$ cat config.mk
export PLATFORM = sky130hd
export DESIGN_NAME = pwm_multi_ch
export DESIGN_NICKNAME = d
export VERILOG_FILES = /design/src/rtl/pwm_pkg.sv /design/src/rtl/pwm_deadtime.sv /design/src/rtl/pwm_multi_ch.sv
export SDC_FILE = /design/constraint.sdc
export NUM_CORES = 1
export LEC_CHECK = 0
export ABC_AREA = 0
export BUFFER_PORTS_ARGS = -buffer_cell sky130_fd_sc_hd__buf_2
export CAP_MARGIN = 25
export CORE_MARGIN = 2
export CORE_UTILIZATION = 53
export DETAILED_ROUTE_END_ITERATION = 10
export PLACE_DENSITY = 0.83
export SKIP_LAST_GASP = 1
export SLEW_MARGIN = 20
export SYNTH_ARGS = -nofsm -noshare
export SYNTH_HDL_FRONTEND = slang
export SYNTH_SLANG_ARGS = --single-unit
$ cat constraint.sdc
create_clock -name clk -period 5.1 [get_ports clk]
set_input_delay 1.02 -clock clk [delete_from_list [all_inputs] [get_ports clk]]
set_output_delay 1.02 -clock clk [all_outputs]
set_load 0.01 [all_outputs]
$ cat src/rtl/pwm_pkg.sv
// pwm_pkg: shared types and default sizes for the multi-channel PWM block.
//   DEF_N_CH / DEF_CNT_W / DEF_DT_W : default channel count and widths
//   duty_t                          : duty word at the default counter width
//   dir_t                           : triangle counter direction (UP, DOWN)
package pwm_pkg;

    localparam int DEF_N_CH  = 3;
    localparam int DEF_CNT_W = 19;
    localparam int DEF_DT_W  = 8;

    typedef logic [DEF_CNT_W-1:0] duty_t;

    typedef enum logic {
        UP   = 1'b0,
        DOWN = 1'b1
    } dir_t;

endpackage

$ cat src/rtl/pwm_deadtime.sv
// pwm_deadtime: complementary gate pair with dead-time insertion for one channel.
//   clk, rst   : clock, synchronous active-high reset
//   en         : 0 clears the channel and holds both gates low
//   raw        : ideal PWM level from the comparator
//   dead_time  : number of both-low cycles inserted after each raw edge
//   hi, lo     : high-side / low-side gate drives, registered (1-cycle latency)
module pwm_deadtime
    import pwm_pkg::*;
#(
    parameter int DT_W = DEF_DT_W
) (
    input  logic            clk,
    input  logic            rst,
    input  logic            en,
    input  logic            raw,
    input  logic [DT_W-1:0] dead_time,
    output logic            hi,
    output logic            lo
);

    localparam logic [DT_W-1:0] DT_ONE = DT_W'(1);

    logic            raw_q;
    logic [DT_W-1:0] dt_cnt;

    // Every raw edge drops both gates and (re)starts the dead-time count;
    // the gate matching raw turns on once the count has run out. Since the
    // non-edge path only ever drives raw / !raw, both gates can never be high.
    always_ff @(posedge clk) begin
        if (rst || !en) begin
            raw_q  <= 1'b0;
            dt_cnt <= '0;
            hi     <= 1'b0;
            lo     <= 1'b0;
        end else begin
            raw_q <= raw;
            if (raw != raw_q) begin
                if (dead_time == '0) begin
                    dt_cnt <= '0;
                    hi     <= raw;
                    lo     <= !raw;
                end else begin
                    dt_cnt <= dead_time;
                    hi     <= 1'b0;
                    lo     <= 1'b0;
                end
            end else if (dt_cnt > DT_ONE) begin
                dt_cnt <= dt_cnt - DT_ONE;
                hi     <= 1'b0;
                lo     <= 1'b0;
            end else begin
                dt_cnt <= '0;
                hi     <= raw;
                lo     <= !raw;
            end
        end
    end

endmodule

$ cat src/rtl/pwm_multi_ch.sv
// pwm_multi_ch: N_CH centre-aligned PWM channels sharing one triangle counter.
//   clk, rst      : clock, synchronous active-high reset
//   en            : run enable; 0 holds the counter at 0 and forces gates low
//   period_top    : triangle apex, captured at each period start
//   dead_time     : dead-time cycles, captured at each period start
//   duty_in       : packed duties, channel 0 in the LSBs
//   duty_valid    : duty_in valid
//   duty_ready    : pending buffer empty
//   pwm_hi/pwm_lo : per-channel complementary gate drives
//   cnt_out       : current triangle count
//   cnt_up        : 1 while counting up (counter direction state)
//   period_start  : pulse in the cycle where cnt==0 and a new period begins
//
// Handshake: a duty set transfers when duty_valid & duty_ready are both high
// in a cycle; duty_in is then held in the pending buffer and duty_ready stays
// low until that set moves into the active registers at a period start.
module pwm_multi_ch
    import pwm_pkg::*;
#(
    parameter int N_CH  = DEF_N_CH,
    parameter int CNT_W = DEF_CNT_W,
    parameter int DT_W  = DEF_DT_W
) (
    input  logic                  clk,
    input  logic                  rst,
    input  logic                  en,
    input  logic [CNT_W-1:0]      period_top,
    input  logic [DT_W-1:0]       dead_time,
    input  logic [N_CH*CNT_W-1:0] duty_in,
    input  logic                  duty_valid,
    output logic                  duty_ready,
    output logic [N_CH-1:0]       pwm_hi,
    output logic [N_CH-1:0]       pwm_lo,
    output logic [CNT_W-1:0]      cnt_out,
    output logic                  cnt_up,
    output logic                  period_start
);

    localparam logic [CNT_W-1:0] CNT_ONE = CNT_W'(1);

    logic [CNT_W-1:0]      cnt;
    dir_t                  dir;
    logic [CNT_W-1:0]      p_sh;
    logic [DT_W-1:0]       dt_sh;
    logic [N_CH*CNT_W-1:0] duty_act;
    logic [N_CH*CNT_W-1:0] duty_pend;
    logic                  pend_full;
    logic                  start;
    logic                  accept;
    logic [CNT_W-1:0]      p_eff;
    logic [N_CH-1:0]       raw;

    assign start  = en & ~rst & (cnt == '0) & (dir == UP);
    assign accept = duty_valid & ~pend_full;
    // The step out of cnt==0 already uses the apex being captured this cycle.
    assign p_eff  = start ? period_top : p_sh;

    always_ff @(posedge clk) begin
        if (rst) begin
            cnt       <= '0;
            dir       <= UP;
            p_sh      <= '0;
            dt_sh     <= '0;
            duty_act  <= '0;
            duty_pend <= '0;
            pend_full <= 1'b0;
        end else begin
            // accept needs an empty buffer and the transfer a full one, so
            // the two pend_full updates below never meet in one cycle.
            if (accept) begin
                duty_pend <= duty_in;
                pend_full <= 1'b1;
            end
            if (start) begin
                p_sh  <= period_top;
                dt_sh <= dead_time;
                if (pend_full) begin
                    duty_act  <= duty_pend;
                    pend_full <= 1'b0;
                end
            end

            if (!en) begin
                cnt <= '0;
                dir <= UP;
            end else if (dir == UP) begin
                if (cnt >= p_eff) begin
                    // P=0 stays at 0; P=1 has no down leg (0,1,0,1,...).
                    if (p_eff <= CNT_ONE) begin
                        cnt <= '0;
                        dir <= UP;
                    end else begin
                        cnt <= cnt - CNT_ONE;
                        dir <= DOWN;
                    end
                end else begin
                    cnt <= cnt + CNT_ONE;
                end
            end else begin
                if (cnt <= CNT_ONE) begin
                    cnt <= '0;
                    dir <= UP;
                end else begin
                    cnt <= cnt - CNT_ONE;
                end
            end
        end
    end

    for (genvar i = 0; i < N_CH; i++) begin : g_ch
        assign raw[i] = (cnt < duty_act[i*CNT_W +: CNT_W]);

        pwm_deadtime #(
            .DT_W(DT_W)
        ) u_dt (
            .clk       (clk),
            .rst       (rst),
            .en        (en),
            .raw       (raw[i]),
            .dead_time (dt_sh),
            .hi        (pwm_hi[i]),
            .lo        (pwm_lo[i])
        );
    end

    assign duty_ready   = ~pend_full;
    assign cnt_out      = cnt;
    assign cnt_up       = (dir == UP);
    assign period_start = start;

endmodule
==> out/metrics.cfg, run 1 <==
[logic_synthesis]
synthesis.instances=1237
yosys.area.top_type_share_pct=39.0
synth_area_leaders=dfxtp_1, ha_1, nand2_1
async_flop_share_pct=0
yosys_most_used_dff=dfxtp_1
yosysMostFrequentCell=nand2_1
yosysWarningCount=0
ys_seq_area_share_pct=39.0
synth.avg_cell_area_um2=8.08
synth_nets=1406
synth-edff-count=0
synth_common_cells=nand2_1, dfxtp_1, a21oi_1
synth_cell_types=64
netlist_area_um2=10000
ys_ff_latch=195
synth_top_area_cell=dfxtp_1

[clock_tree]
cts_buffers=17
cts_hold_buf=0
htree_num_levels=4
clkSinkCount=195
ctsResizeCount=0
clkTransAtPathRegs_ns=0.07
cts_tree=done
post_cts_buffers=0
clk_latency_ns=0.45
cts_buffer_depth=2
cts_root_buf=clkbuf_16

[status]
status=completed

[global_route]
grt_usage_pct=26.2
overflow=0
grt_pass1_wl_um=41700
first_global_vias=8428
antenna_found_initial=0
grt_start_max_net_pins=80

[sta]
rsz0062_at_grt=false
slew_headroom_pct=36.3
setup_viol=0
fin_crit_sh_pct=92.2
skew_ns=0.00832
tightestPinTransition_ns=0.948
timing.fmax_mhz=213
min_period_ns=4.70
hold_slack_ns=0.451
hold_violations=0
drv_slew=0
timing.setup.tns_ns=0

[worst_setup_path]
cp.arrival_ns=5.08
cp_common_cell=a221oi_1
start_kind=input port
criticalPathCategory=input port to flop
path_cells=buf_4 > nor2b_1 > nand4_1 > nor3_4 > buf_12 > mux2i_1 > ha_1 > nand3_1 > nor4_1 > a211oi_1 > a311oi_1 > a221oi_1 > o21ai_1 > nor2_2 > a211o_1 > inv_2 > a221oi_1 > a21oi_1
r2r_start=cnt_out[5]$_SDFF_PP0_
ff2ff_setup_slack_ns=0.41
slowest_delay_ns=0.40
crit_path_end_kind=flop
worstRegToRegCells=17
cp-startpoint=rst
worstPathRequired_ns=5.48
r2r_end=cnt_out[12]$_SDFF_PP0_
crit_path_max_fanout=31
critPathSlowestCell=nor4_1

[hold_path]
min_path_cells=2
hold_path_end=duty_act[34]$_SDFFE_PP0P_
hold_start=duty_pend[34]$_SDFFE_PP0P_
hold_path_class=flop to flop

[floorplanning]
rows=50
core_um2=18600
start_util_pct=53.8
top_level_ports=116
die_x_um=141
die-area_um2=20000
die_y_um=141

[placed_design]
place_inst=1548
numPortBuffers=115
gp_congestion=0.917
hpwl_um=17800

[drt]
final_antenna_net_count=0
finalWirelength_um=25500
viasPerCell=5.76
routedWlPerCell_um=16.2
first_pass_iters=7
drtIter0Drc=876
drc=0
vias=9088

[run]
drv_cap=0

[power_and_ir_drop]
internal_power_mw=4.00
switching_share_pct=44.1
power.switching_mw=3.16
seqPwrFrac_pct=26.3
combPwrFrac_pct=54.7
power_density_nw_per_um2=627
leakage_nw=4.73
p_clk_share_pct=19.0
vdd_drop_max_mv=0.314

[final_layout]
n_antenna_cell=0
fin_nets=1502
final_cell_count_no_fill=1579
fill_cells=1572
drive_gt1_share_pct=14.6
area_growth_pct=14.1

-- stage by stage --
step	instance area [um^2]	setup WS (ns)	util, %	power, mW
global placement	10800	0.264	58.1	5.60
finish	11400	0.397	61.4	7.16
detailed placement	10800	0.0805	58.2	5.73
floorplan	10000	0.140	-	4.80
global route	11400	0.160	61.4	7.68
CTS	11400	0.503	61.4	7.11
-- power by group through the flow --
| stage | clock, mW | sequential (mW) | combinational [mW] |
|---|---|---|---|
| after floorplan | 0 | 1.97 | 2.83 |
| after CTS | 1.38 | 1.88 | 3.85 |
| final | 1.36 | 1.88 | 3.91 |
| after detailed placement | 0 | 1.91 | 3.82 |
| after global routing | 1.45 | 1.91 | 4.32 |
| after global placement | 0 | 1.90 | 3.70 |
-- layout by cell type, fill, tap and decap left out, types with 27 or more instances in the layout --
cell and count:
a21o_1 33, a21oi_1 164, buf_2 114, buf_4 27, dfxtp_1 195, ha_1 81, inv_1 73, mux2i_1 37
nand2_1 263, nand3_1 28, nor2_1 66, nor3_1 29
-- registers in the layout, summed over array words and instances, names as in the netlist --
name	cells
g_ch.u_dt.lo	3
duty_pend	57
pend_full	1
p_sh	19
g_ch.u_dt.raw_q	3
dir	1
duty_act	57
dt_sh	8
g_ch.u_dt.dt_cnt	24
g_ch.u_dt.hi	3
cnt_out	19
-- worst max-delay path, delay by kind of cell --
| kind | cells | cell delay [ns] |
|---|---|---|
| compound gates | 7 | 1.48 |
| mux | 1 | 0.31 |
| simple gates | 6 | 1.27 |
| fa+ha+maj | 1 | 0.19 |
| buf+inv | 3 | 0.78 |
-- cell families after synthesis --
family,Yosys count,synth area share [%]
AND/OR/NAND/NOR,475,21.3
XOR/XNOR,20,1.83
AO/OA/AOI/OAI,286,17.9
buffers and inverters,140,5.84
flip-flops,195,39.0
multiplexers,40,4.04
adder cells (fa/ha/maj),81,10.1
-- worst max-delay path by stage --
stage               slack [ns]                     end  cells after the start
floorplan                 0.14   cnt_out[3]$_SDFF_PP0_                     21
global placement          0.26  cnt_out[17]$_SDFF_PP0_                     18
detailed placement        0.08  cnt_out[17]$_SDFF_PP0_                     18
CTS                       0.50  cnt_out[17]$_SDFF_PP0_                     18
global route              0.16  cnt_out[17]$_SDFF_PP0_                     17
finish                    0.40  cnt_out[12]$_SDFF_PP0_                     18
-- layer usage --
metal	vias to the layer above	global-route usage (%)	routed length (um)
li1	4455	-	-
met1	4214	35.5	11100
met2	366	41.1	11600
met3	53	6.11	2210
met4	0	9.21	637
met5	-	0	0
-- area by class of cell --
type                       instances  area (um^2)  area share (%)
multi-input combinational        902         5530            48.4
clock inverter                    13          164            1.44
sequential                       195         3900            34.2
timing repair buffer             143          813            7.13
tap                              234          293            2.57
inverter                          74          278            2.44
clock buffer                      18          429            3.76
Note: power is estimated with default switching activity, not from simulation.
==> run 2: changes to the inputs <==
--- a/config.mk
+++ b/config.mk
@@ -6,11 +6,11 @@
 export NUM_CORES = 1
 export LEC_CHECK = 0
 export ABC_AREA = 0
-export BUFFER_PORTS_ARGS = -buffer_cell sky130_fd_sc_hd__buf_2
 export CAP_MARGIN = 25
 export CORE_MARGIN = 2
-export CORE_UTILIZATION = 53
+export CORE_UTILIZATION = 58
 export DETAILED_ROUTE_END_ITERATION = 10
+export DONT_BUFFER_PORTS = 1
 export PLACE_DENSITY = 0.83
 export SKIP_LAST_GASP = 1
 export SLEW_MARGIN = 20
==> out/metrics.cfg, run 2 (synthesis gave the netlist of run 1 again) <==
[status]
status=completed  ; unchanged

[global_route]
overflow=0  ; unchanged
grt_pass1_wl_um=39700  ; was 41,700 um
antenna_found_initial=0  ; unchanged
grt_start_max_net_pins=145  ; was 80
grt_usage_pct=27.5  ; was 26.2%
first_global_vias=8039  ; was 8,428

[drt]
first_pass_iters=5  ; was 7
routedWlPerCell_um=17.1  ; was 16.2 um
final_antenna_net_count=0  ; unchanged
drc=0  ; unchanged
vias=8595  ; was 9,088
finalWirelength_um=24900  ; was 25,500 um
viasPerCell=5.90  ; was 5.76
drtIter0Drc=682  ; was 876

[worst_setup_path]
start_kind=input port  ; unchanged
cp-startpoint=rst  ; unchanged
worstPathRequired_ns=5.42  ; was 5.48 ns
criticalPathCategory=input port to flop  ; unchanged
crit_path_end_kind=flop  ; unchanged
crit_path_max_fanout=144  ; was 31
r2r_start=cnt_out[9]$_SDFF_PP0_  ; was cnt_out[5]$_SDFF_PP0_
cp.arrival_ns=5.10  ; was 5.08 ns

[floorplanning]
start_util_pct=58.6  ; was 53.8%
core_um2=17100  ; was 18,600 um^2
die_y_um=135  ; was 141 um
rows=48  ; was 50
die-area_um2=18300  ; was 20,000 um^2
die_x_um=135  ; was 141 um
top_level_ports=116  ; unchanged

[clock_tree]
clkSinkCount=195  ; unchanged
clk_latency_ns=0.44  ; was 0.45 ns
clkTransAtPathRegs_ns=0.07  ; about the same
cts_buffers=17  ; unchanged
cts_tree=done  ; unchanged
cts_buffer_depth=2  ; unchanged
cts_root_buf=clkbuf_16  ; unchanged
htree_num_levels=4  ; unchanged

[power_and_ir_drop]
vdd_drop_max_mv=0.472  ; was 0.314 mV
power_density_nw_per_um2=654  ; was 627 nW/um^2
leakage_nw=4.26  ; was 4.73 nW
power.total_mw=7.12  ; was 7.16 mW

[hold_path]
hold_path_class=flop to flop  ; unchanged
hold_start=duty_pend[7]$_SDFFE_PP0P_  ; was duty_pend[34]$_SDFFE_PP0P_

[final_layout]
fin_nets=1388  ; was 1,502
area_growth_pct=8.73  ; was 14.1%
final_common_cell=nand2_1  ; unchanged
largestRegisters=duty_act: 57 flops, duty_pend: 57 flops, g_ch.u_dt.dt_cnt: 24 flops  ; unchanged
seqCellArea_um2=3900  ; unchanged
utilization_pct=63.7  ; was 61.4%
fin_area_um2=10900  ; was 11,400 um^2
multi_input_area_um2=5540  ; was 5530 um^2
layout_common_cells=nand2_1, dfxtp_1, a21oi_1  ; unchanged
n_antenna_cell=0  ; unchanged
drive_gt1_share_pct=7.06  ; was 14.6%
fill_cells=1418  ; was 1,572

[sta]
slew_headroom_pct=29.3  ; was 36.3%
min_period_ns=4.78  ; was 4.70 ns
timing.fmax_mhz=209  ; was 213 MHz
timing.setup.tns_ns=0  ; unchanged
skew_ns=0.0105  ; was 0.00832 ns
fin_crit_sh_pct=93.7  ; was 92.2%
hold_violations=0  ; unchanged
setup_viol=0  ; unchanged
rsz0062_at_grt=false  ; unchanged
drv_slew=0  ; unchanged
tightestPinTransition_ns=1.05  ; was 0.948 ns

[run]
drv_cap=0  ; unchanged

[placed_design]
hpwl_um=17000  ; was 17,800 um
numPortBuffers=0  ; was 115
place_area_um2=10200  ; was 10,800 um^2
gp_congestion=0.912  ; was 0.917

run 2: metrics by stage:
step           setup slack (ns)  hold slack [ns]  instances
2_1_floorplan             0.140            0.432       1237
3_3_place_gp              0.316            0.434       1423
3_5_place_dp              0.131            0.438       1424
4_1_cts                   0.357            0.449       1456
5_1_grt                  0.0676            0.464       1457
6_report                  0.321            0.449       1457
run 2: final timing paths:
| kind | endpoint | slack [ns] | depth (start not counted) |
|---|---|---|---|
| hold reg to reg | duty_pend[7]$_SDFFE_PP0P_ | 0.45 | 2 |
| setup / recovery | cnt_out[11]$_SDFF_PP0_ | 0.32 | 17 |
| hold / removal | duty_pend[7]$_SDFFE_PP0P_ | 0.45 | 2 |
| setup reg to reg | cnt_out[11]$_SDFF_PP0_ | 0.35 | 17 |
run 2: final cells by class:
class	count	area share, %
multi-input cells	902	50.9
repair buffers	29	2.42
clock inverters	15	1.69
clock buffers	17	3.91
flip-flops and latches	195	35.9
well taps	225	2.59
inverters	74	2.57
run 2: per-layer routing:
metal  vias to the layer above  global-route usage, %  part of all wire, %
met5                         -                      0                    0
met4                         0                   11.6                  2.9
met3                        61                   6.55                  8.2
met2                       312                   44.6                   46
met1                      3991                   35.4                   42
li1                       4231                      -                    -
run 2: power breakdown:
part           total [mW]  switching [mW]  internal, mW
registers            1.89           0.167          1.72
logic                3.84            2.35          1.49
clock network        1.39           0.647         0.746
run 2: timing repair:
item	CTS	global route
setup endpoints to repair	0	6
setup buffers	0	0
hold buffers	0	0
gates resized for setup	0	2
run 2: worst max-delay path: stages:
cell	delay, ns
nor2b_1	0.21
nand4_1	0.24
nor3_4	0.22
buf_12	0.27
mux2i_1	0.32
ha_1	0.30
a21o_1	0.18
a21o_1	0.17
a211oi_1	0.26
a311oi_1	0.13
a221oi_1	0.23
o21ai_1	0.15
nor2_2	0.15
a211o_1	0.34
clkinv_2	0.39
a221oi_2	0.39
a21oi_1	0.06
